$ cat config.mk
export PLATFORM = sky130hd
export DESIGN_NAME = spi_sub
export DESIGN_NICKNAME = d
export VERILOG_FILES = /design/src/rtl/spi_sub.sv
export SDC_FILE = /design/constraint.sdc
export NUM_CORES = 1
export LEC_CHECK = 0
export CORE_ASPECT_RATIO = 0.9
export CORE_MARGIN = 2
export CORE_UTILIZATION = 57
export DETAILED_ROUTE_END_ITERATION = 10
export PLACE_DENSITY = 0.85
export SYNTH_ARGS = -nofsm -noshare
export SYNTH_HDL_FRONTEND = slang
export SYNTH_SLANG_ARGS = --single-unit
$ cat constraint.sdc
create_clock -name clk -period 3.4 [get_ports clk]
set_input_delay 0.68 -clock clk [delete_from_list [all_inputs] [get_ports clk]]
set_output_delay 0.68 -clock clk [all_outputs]
set_load 0.01 [all_outputs]
$ cat src/rtl/spi_sub.sv
// SPI subordinate endpoint (mode 0, MSB first). It oversamples sclk/cs/mosi on
// the system clock and shifts received bits into rx_data. It returns a preloaded
// word on miso. Back-to-back words are supported while cs stays low.
module spi_sub #(
   parameter int unsigned DATA_WIDTH  = 8,
   parameter int unsigned SYNC_STAGES = 2
) (
   input  logic                  clk,
   input  logic                  reset_n,
   input  logic                  sclk,
   input  logic                  cs,
   input  logic                  mosi,
   output logic                  miso,
   input  logic [DATA_WIDTH-1:0] tx_data,
   input  logic                  tx_load,
   output logic                  tx_ready,
   output logic [DATA_WIDTH-1:0] rx_data,
   output logic                  rx_valid,
   output logic                  tx_underrun,
   output logic                  busy
);

   localparam int unsigned CNT_W = $clog2(DATA_WIDTH) + 1;

   typedef enum logic {
      ST_IDLE   = 1'b0,
      ST_ACTIVE = 1'b1
   } state_t;

   // Synchronizer chains plus one edge-detect flop per edge-sensitive input
   logic [SYNC_STAGES-1:0] sclk_sync_q;
   logic [SYNC_STAGES-1:0] cs_sync_q;
   logic [SYNC_STAGES-1:0] mosi_sync_q;
   logic                   sclk_prev_q;
   logic                   cs_prev_q;

   logic sclk_s;
   logic cs_s;
   logic mosi_s;
   logic sclk_rise;
   logic sclk_fall;
   logic cs_fall;
   logic cs_rise;

   // Protocol state
   state_t                state_q, state_d;
   logic [CNT_W-1:0]      bit_cnt_q, bit_cnt_d;
   logic                  word_done_q, word_done_d;
   logic [DATA_WIDTH-1:0] rx_shift_q, rx_shift_d;
   logic [DATA_WIDTH-1:0] tx_shift_q, tx_shift_d;
   logic [DATA_WIDTH-1:0] hold_q, hold_d;
   logic                  tx_ready_q, tx_ready_d;
   logic                  miso_q, miso_d;
   logic [DATA_WIDTH-1:0] rx_data_q, rx_data_d;
   logic                  rx_valid_q, rx_valid_d;
   logic                  underrun_q, underrun_d;
   logic                  busy_q, busy_d;
   logic                  load_now;

   // Input synchronizers; cs chain clears low so a cs held low across reset
   // does not look like a fresh falling edge.
   always_ff @(posedge clk or negedge reset_n) begin
      if (!reset_n) begin
         sclk_sync_q <= '0;
         cs_sync_q   <= '0;
         mosi_sync_q <= '0;
         sclk_prev_q <= 1'b0;
         cs_prev_q   <= 1'b0;
      end else begin
         sclk_sync_q <= {sclk_sync_q[SYNC_STAGES-2:0], sclk};
         cs_sync_q   <= {cs_sync_q[SYNC_STAGES-2:0], cs};
         mosi_sync_q <= {mosi_sync_q[SYNC_STAGES-2:0], mosi};
         sclk_prev_q <= sclk_s;
         cs_prev_q   <= cs_s;
      end
   end

   // Synced levels and single-cycle edge strobes
   always_comb begin
      sclk_s    = sclk_sync_q[SYNC_STAGES-1];
      cs_s      = cs_sync_q[SYNC_STAGES-1];
      mosi_s    = mosi_sync_q[SYNC_STAGES-1];
      sclk_rise = sclk_s & ~sclk_prev_q;
      sclk_fall = ~sclk_s & sclk_prev_q;
      cs_fall   = ~cs_s & cs_prev_q;
      cs_rise   = cs_s & ~cs_prev_q;
   end

   // State and datapath registers
   always_ff @(posedge clk or negedge reset_n) begin
      if (!reset_n) begin
         state_q     <= ST_IDLE;
         bit_cnt_q   <= '0;
         word_done_q <= 1'b0;
         rx_shift_q  <= '0;
         tx_shift_q  <= '0;
         hold_q      <= '0;
         tx_ready_q  <= 1'b1;
         miso_q      <= 1'b0;
         rx_data_q   <= '0;
         rx_valid_q  <= 1'b0;
         underrun_q  <= 1'b0;
         busy_q      <= 1'b0;
      end else begin
         state_q     <= state_d;
         bit_cnt_q   <= bit_cnt_d;
         word_done_q <= word_done_d;
         rx_shift_q  <= rx_shift_d;
         tx_shift_q  <= tx_shift_d;
         hold_q      <= hold_d;
         tx_ready_q  <= tx_ready_d;
         miso_q      <= miso_d;
         rx_data_q   <= rx_data_d;
         rx_valid_q  <= rx_valid_d;
         underrun_q  <= underrun_d;
         busy_q      <= busy_d;
      end
   end

   // Next-state: frame FSM, shifters, word load, then holding-register write
   always_comb begin
      state_d     = state_q;
      bit_cnt_d   = bit_cnt_q;
      word_done_d = word_done_q;
      rx_shift_d  = rx_shift_q;
      tx_shift_d  = tx_shift_q;
      hold_d      = hold_q;
      tx_ready_d  = tx_ready_q;
      miso_d      = miso_q;
      rx_data_d   = rx_data_q;
      rx_valid_d  = 1'b0;
      underrun_d  = 1'b0;
      load_now    = 1'b0;

      unique case (state_q)
         ST_IDLE: begin
            miso_d      = 1'b0;
            bit_cnt_d   = '0;
            word_done_d = 1'b0;
            if (cs_fall) begin
               state_d  = ST_ACTIVE;
               load_now = 1'b1;
            end
         end
         ST_ACTIVE: begin
            if (cs_rise) begin
               // End of frame wins over any same-cycle sclk edge; partial word dropped
               state_d     = ST_IDLE;
               miso_d      = 1'b0;
               bit_cnt_d   = '0;
               word_done_d = 1'b0;
            end else if (sclk_rise) begin
               rx_shift_d = {rx_shift_q[DATA_WIDTH-2:0], mosi_s};
               if (bit_cnt_q == CNT_W'(DATA_WIDTH - 1)) begin
                  rx_data_d   = {rx_shift_q[DATA_WIDTH-2:0], mosi_s};
                  rx_valid_d  = 1'b1;
                  bit_cnt_d   = '0;
                  word_done_d = 1'b1;
               end else begin
                  bit_cnt_d = bit_cnt_q + CNT_W'(1);
               end
            end else if (sclk_fall) begin
               if (word_done_q) begin
                  word_done_d = 1'b0;
                  load_now    = 1'b1;
               end else begin
                  tx_shift_d = tx_shift_q << 1;
                  miso_d     = tx_shift_q[DATA_WIDTH-2];
               end
            end
         end
         default: state_d = ST_IDLE;
      endcase

      // Word load: take the holding register if full, otherwise send zeros
      if (load_now) begin
         if (!tx_ready_q) begin
            tx_shift_d = hold_q;
            tx_ready_d = 1'b1;
         end else begin
            tx_shift_d = '0;
            underrun_d = 1'b1;
         end
         miso_d = tx_shift_d[DATA_WIDTH-1];
      end

      // Holding write sees the post-load ready flag, so a same-cycle load frees room
      if (tx_load && tx_ready_d) begin
         hold_d     = tx_data;
         tx_ready_d = 1'b0;
      end
   end

   // Busy tracks the frame state one cycle behind the FSM decision
   always_comb begin
      busy_d = (state_d == ST_ACTIVE);
   end

   // Registered outputs
   always_comb begin
      miso        = miso_q;
      tx_ready    = tx_ready_q;
      rx_data     = rx_data_q;
      rx_valid    = rx_valid_q;
      tx_underrun = underrun_q;
      busy        = busy_q;
   end

endmodule
==> run metrics <==
worst hold path type=reg -> reg; Synth area leader=dfrtp_1; highest clock rate=around 460 MHz; total via count in the routed design=1224; family of cells with the greatest summed delay on the critical path=buffers and inverters; launch point of the worst reg-to-reg path=sclk_sync_q[1]; count of standard-cell rows=20; post-placement cell count=216; most frequent cells in the layout=dfrtp_1 (47), clkdlybuf4s50_1 (25), nand2_1 (20), mux2_2 (15), inv_1 (12); final net count=slightly below 200; final total negative setup slack=0 ps; Post-Route Utilization=71.1%; kind of capture point of the worst setup path=output pin; relative slew slack=33.3%; Buf/Inv on CP=1; number of top-level design ports=27; floorplan die height=59.7 um; dominant combinational cell family by area after synthesis=multiplexers; largest fanout of any net on the critical path=11; netlist area before placement=between 1500 and 2000 um^2; number of global-route vias before repair=roughly 1300; Post-CTS Resized=0; endpoint with the worst hold slack=mosi_sync_q[1]; run status=finished, final reports clean; warnings from Yosys=0; total routed wirelength=roughly 3.5 mm; category of the worst setup path launch point=flip-flop; via/cell ratio=5.46; number of clock sinks=48; number of H-tree levels=2; maximum number of pins on one net before global-route repair=49; share of post-route cells with drive strength above 1=22.8%; DIE AREA=between 3000 and 4000 um^2; Hold Crit Depth=0; number of non-filler instances in the completed layout=224; Least-Margin Pin Slew=between 1000 and 1500 ps; Fin Hold WS=~360 ps; wire length of the first global-routing pass=5.91 mm; type of the worst setup path=reg -> out; logic depth of the worst register-to-register path=4; post-synthesis cell count=148; area of the core=3330 um^2; Clock Path Buffers=2; gpl congestion=0.775; area occupied by multi-input gates=around 700 um^2; net count after synthesis=163; complex-gate fraction of the synthesized area=7.72%; Die X=65.8 um; global route overflow=0; initial antenna violation count=0; count of final hold-check violations=0; number of storage elements in the synthesis netlist=48; total CTS buffers=5; TritonCTS clock tree=done; Hold-fix buffers, CTS=0; register area=1200 um^2; number of remaining DRC errors=0; HP Start=mosi_sync_q[0]; met1 track demand over resource in global routing=a little under a quarter; setup-violating endpoint count in the final report=0; sequential share of the synthesized area=61.3%; number of distinct library cell variants in the gate-level netlist after synthesis=36; worst skew pair latency=300 ps; Ant. Diodes=0; P&R area growth vs syn=20.7%; Avg Synthesized Cell Area=around 13 um^2; Overall Global Routing Usage=about a fifth; Max-cap violations=0; final-report max-slew violation count=0; I/O Buffers=26; final critical-path required period=2180 ps; initial standard-cell utilization of the core=between 50 and 60%; Leakage=0.00110 uW; Critical Path, Cell by Cell=clkdlybuf4s50_1; XOR/XNOR share of the synthesized area=0.446%; fill count=between 200 and 250; initial detailed-routing violation count=24; met2 routing resource usage after global routing=between 30% and 40%; Crit path arrival time=around 1500 ps; slowest cell on the critical path=clkdlybuf4s50_1; post-synthesis mux area share=14.7%; clock tree skew after final layout=9.70 ps; part of the cycle the worst path needs=64.1%; setup repair after global routing missed its margin=false; sum of net half-perimeters after detailed placement=2.47 mm; Req. time, crit path=2720 ps; clock tree root driver cell=clkbuf_8; slack of the worst reg-to-reg path=1470 ps; clock transition at the registers of the reported paths=90 ps; post-CTS repair timing setup buffer count=0; Detail Route Antenna Nets=0; setup slack of the critical path after layout=1220 ps; proportion of netlist area held by the largest area contributor=approximately three fifths; global-route met3 utilization=4.71%; Max IR drop VDD=approximately 330 uV; synthesized-area fraction occupied by and/or/nand/nor cells=11.2%; P per Cell Area=567 nW/um^2; count of TritonRoute iterations in the first routing pass=4; commonest non-fill, non-tap cell in the layout=dfrtp_1; top cells by area, synth=dfrtp_1 (60%), mux2_2 (8.6%), mux2_4 (6.1%); detailed-route wire length per cell=15.7 um; worst slack, placed=1500 ps; adder-cell share of the synthesized area=1.15%; terminus of the critical flop-to-flop path=rx_data[6]; delay of the slowest cell on the worst path=610 ps; busiest metal layer after global routing=met2
-- sequential cells by signal, summed over array words and instances (netlist names), 2 cells and up --
signal and cells:
rx_shift_q 7, cs_sync_q 2, bit_cnt_q 4, tx_shift_q 7, rx_data 8, sclk_sync_q 2
hold_q 8, mosi_sync_q 2
-- synthesized netlist by cell type --
cell / instances
a21boi_0: 1
a21oi_1: 5
a311oi_1: 1
and2b_2: 1
and3_1: 1
and3b_2: 1
and4b_2: 1
buf_2: 1
buf_4: 1
buf_6: 1
dfrtp_1: 47
dfstp_2: 1
ha_1: 1
inv_1: 12
maj3_1: 1
mux2_2: 15
mux2_4: 8
nand2_1: 20
nand2b_1: 1
nand3_4: 1
nand4_1: 1
nand4b_1: 1
nor2_1: 5
nor2b_4: 1
nor3b_1: 1
o211ai_1: 1
o21ai_0: 2
o21ai_1: 1
o221ai_1: 6
o22ai_1: 1
o31ai_1: 1
o31ai_4: 1
or2b_1: 1
or2b_2: 1
or3_1: 2
xor2_1: 1
-- layout make-up --
type                       instances  area share, %
multi-input combinational         85           29.2
timing repair buffer              27           11.1
tap                               44           2.33
inverter                          12           1.90
sequential                        48           50.8
clock inverter                     3           1.80
clock buffer                       5           2.91
-- layer usage --
| layer | vias to the layer above | share of wire, % |
|---|---|---|
| met3 | 5 | 4.7 |
| met4 | 0 | 1.1 |
| met2 | 39 | 54 |
| met5 | - | 0 |
| li1 | 568 | - |
| met1 | 612 | 41 |
-- where the power goes --
| group | internal [uW] | switching (uW) |
|---|---|---|
| clock | 218 | 185 |
| combinational | 106 | 87.2 |
| sequential | 675 | 72.6 |
-- cells by family after synthesis --
logic type / Yosys count
DFF: 48
adders and majority gates: 2
muxes: 23
xor gates and xnor gates: 1
AOI/OAI and AO/OA: 20
buffers and inverters: 15
and+or+nand+nor: 39
-- how the worst max path moves through the flow --
stage | from | to | slack (ps) | depth (start not counted)
after floorplan | busy | tx_shift_q[1] | 1720 | 5
final | busy | busy | 1220 | 1
after detailed placement | sclk_sync_q[1] | rx_data[3] | 1500 | 4
after global placement | sclk_sync_q[1] | rx_data[0] | 1580 | 4
after global routing | busy | busy | 1160 | 1
after CTS | busy | busy | 1220 | 1
-- per-stage QoR --
step,cell area (um^2),total power (uW)
global route,2370,1410
detailed placement,2260,951
floorplan,1960,865
global placement,2260,921
CTS,2370,1350
finish,2370,1340
-- worst reg2reg max path: cells and delay by family, from the launching register on --
family,cells,cell delay [ps]
simple gates,3,990
flops,1,420
mux,1,390
No activity file was read; power rests on OpenSTA's default activity.
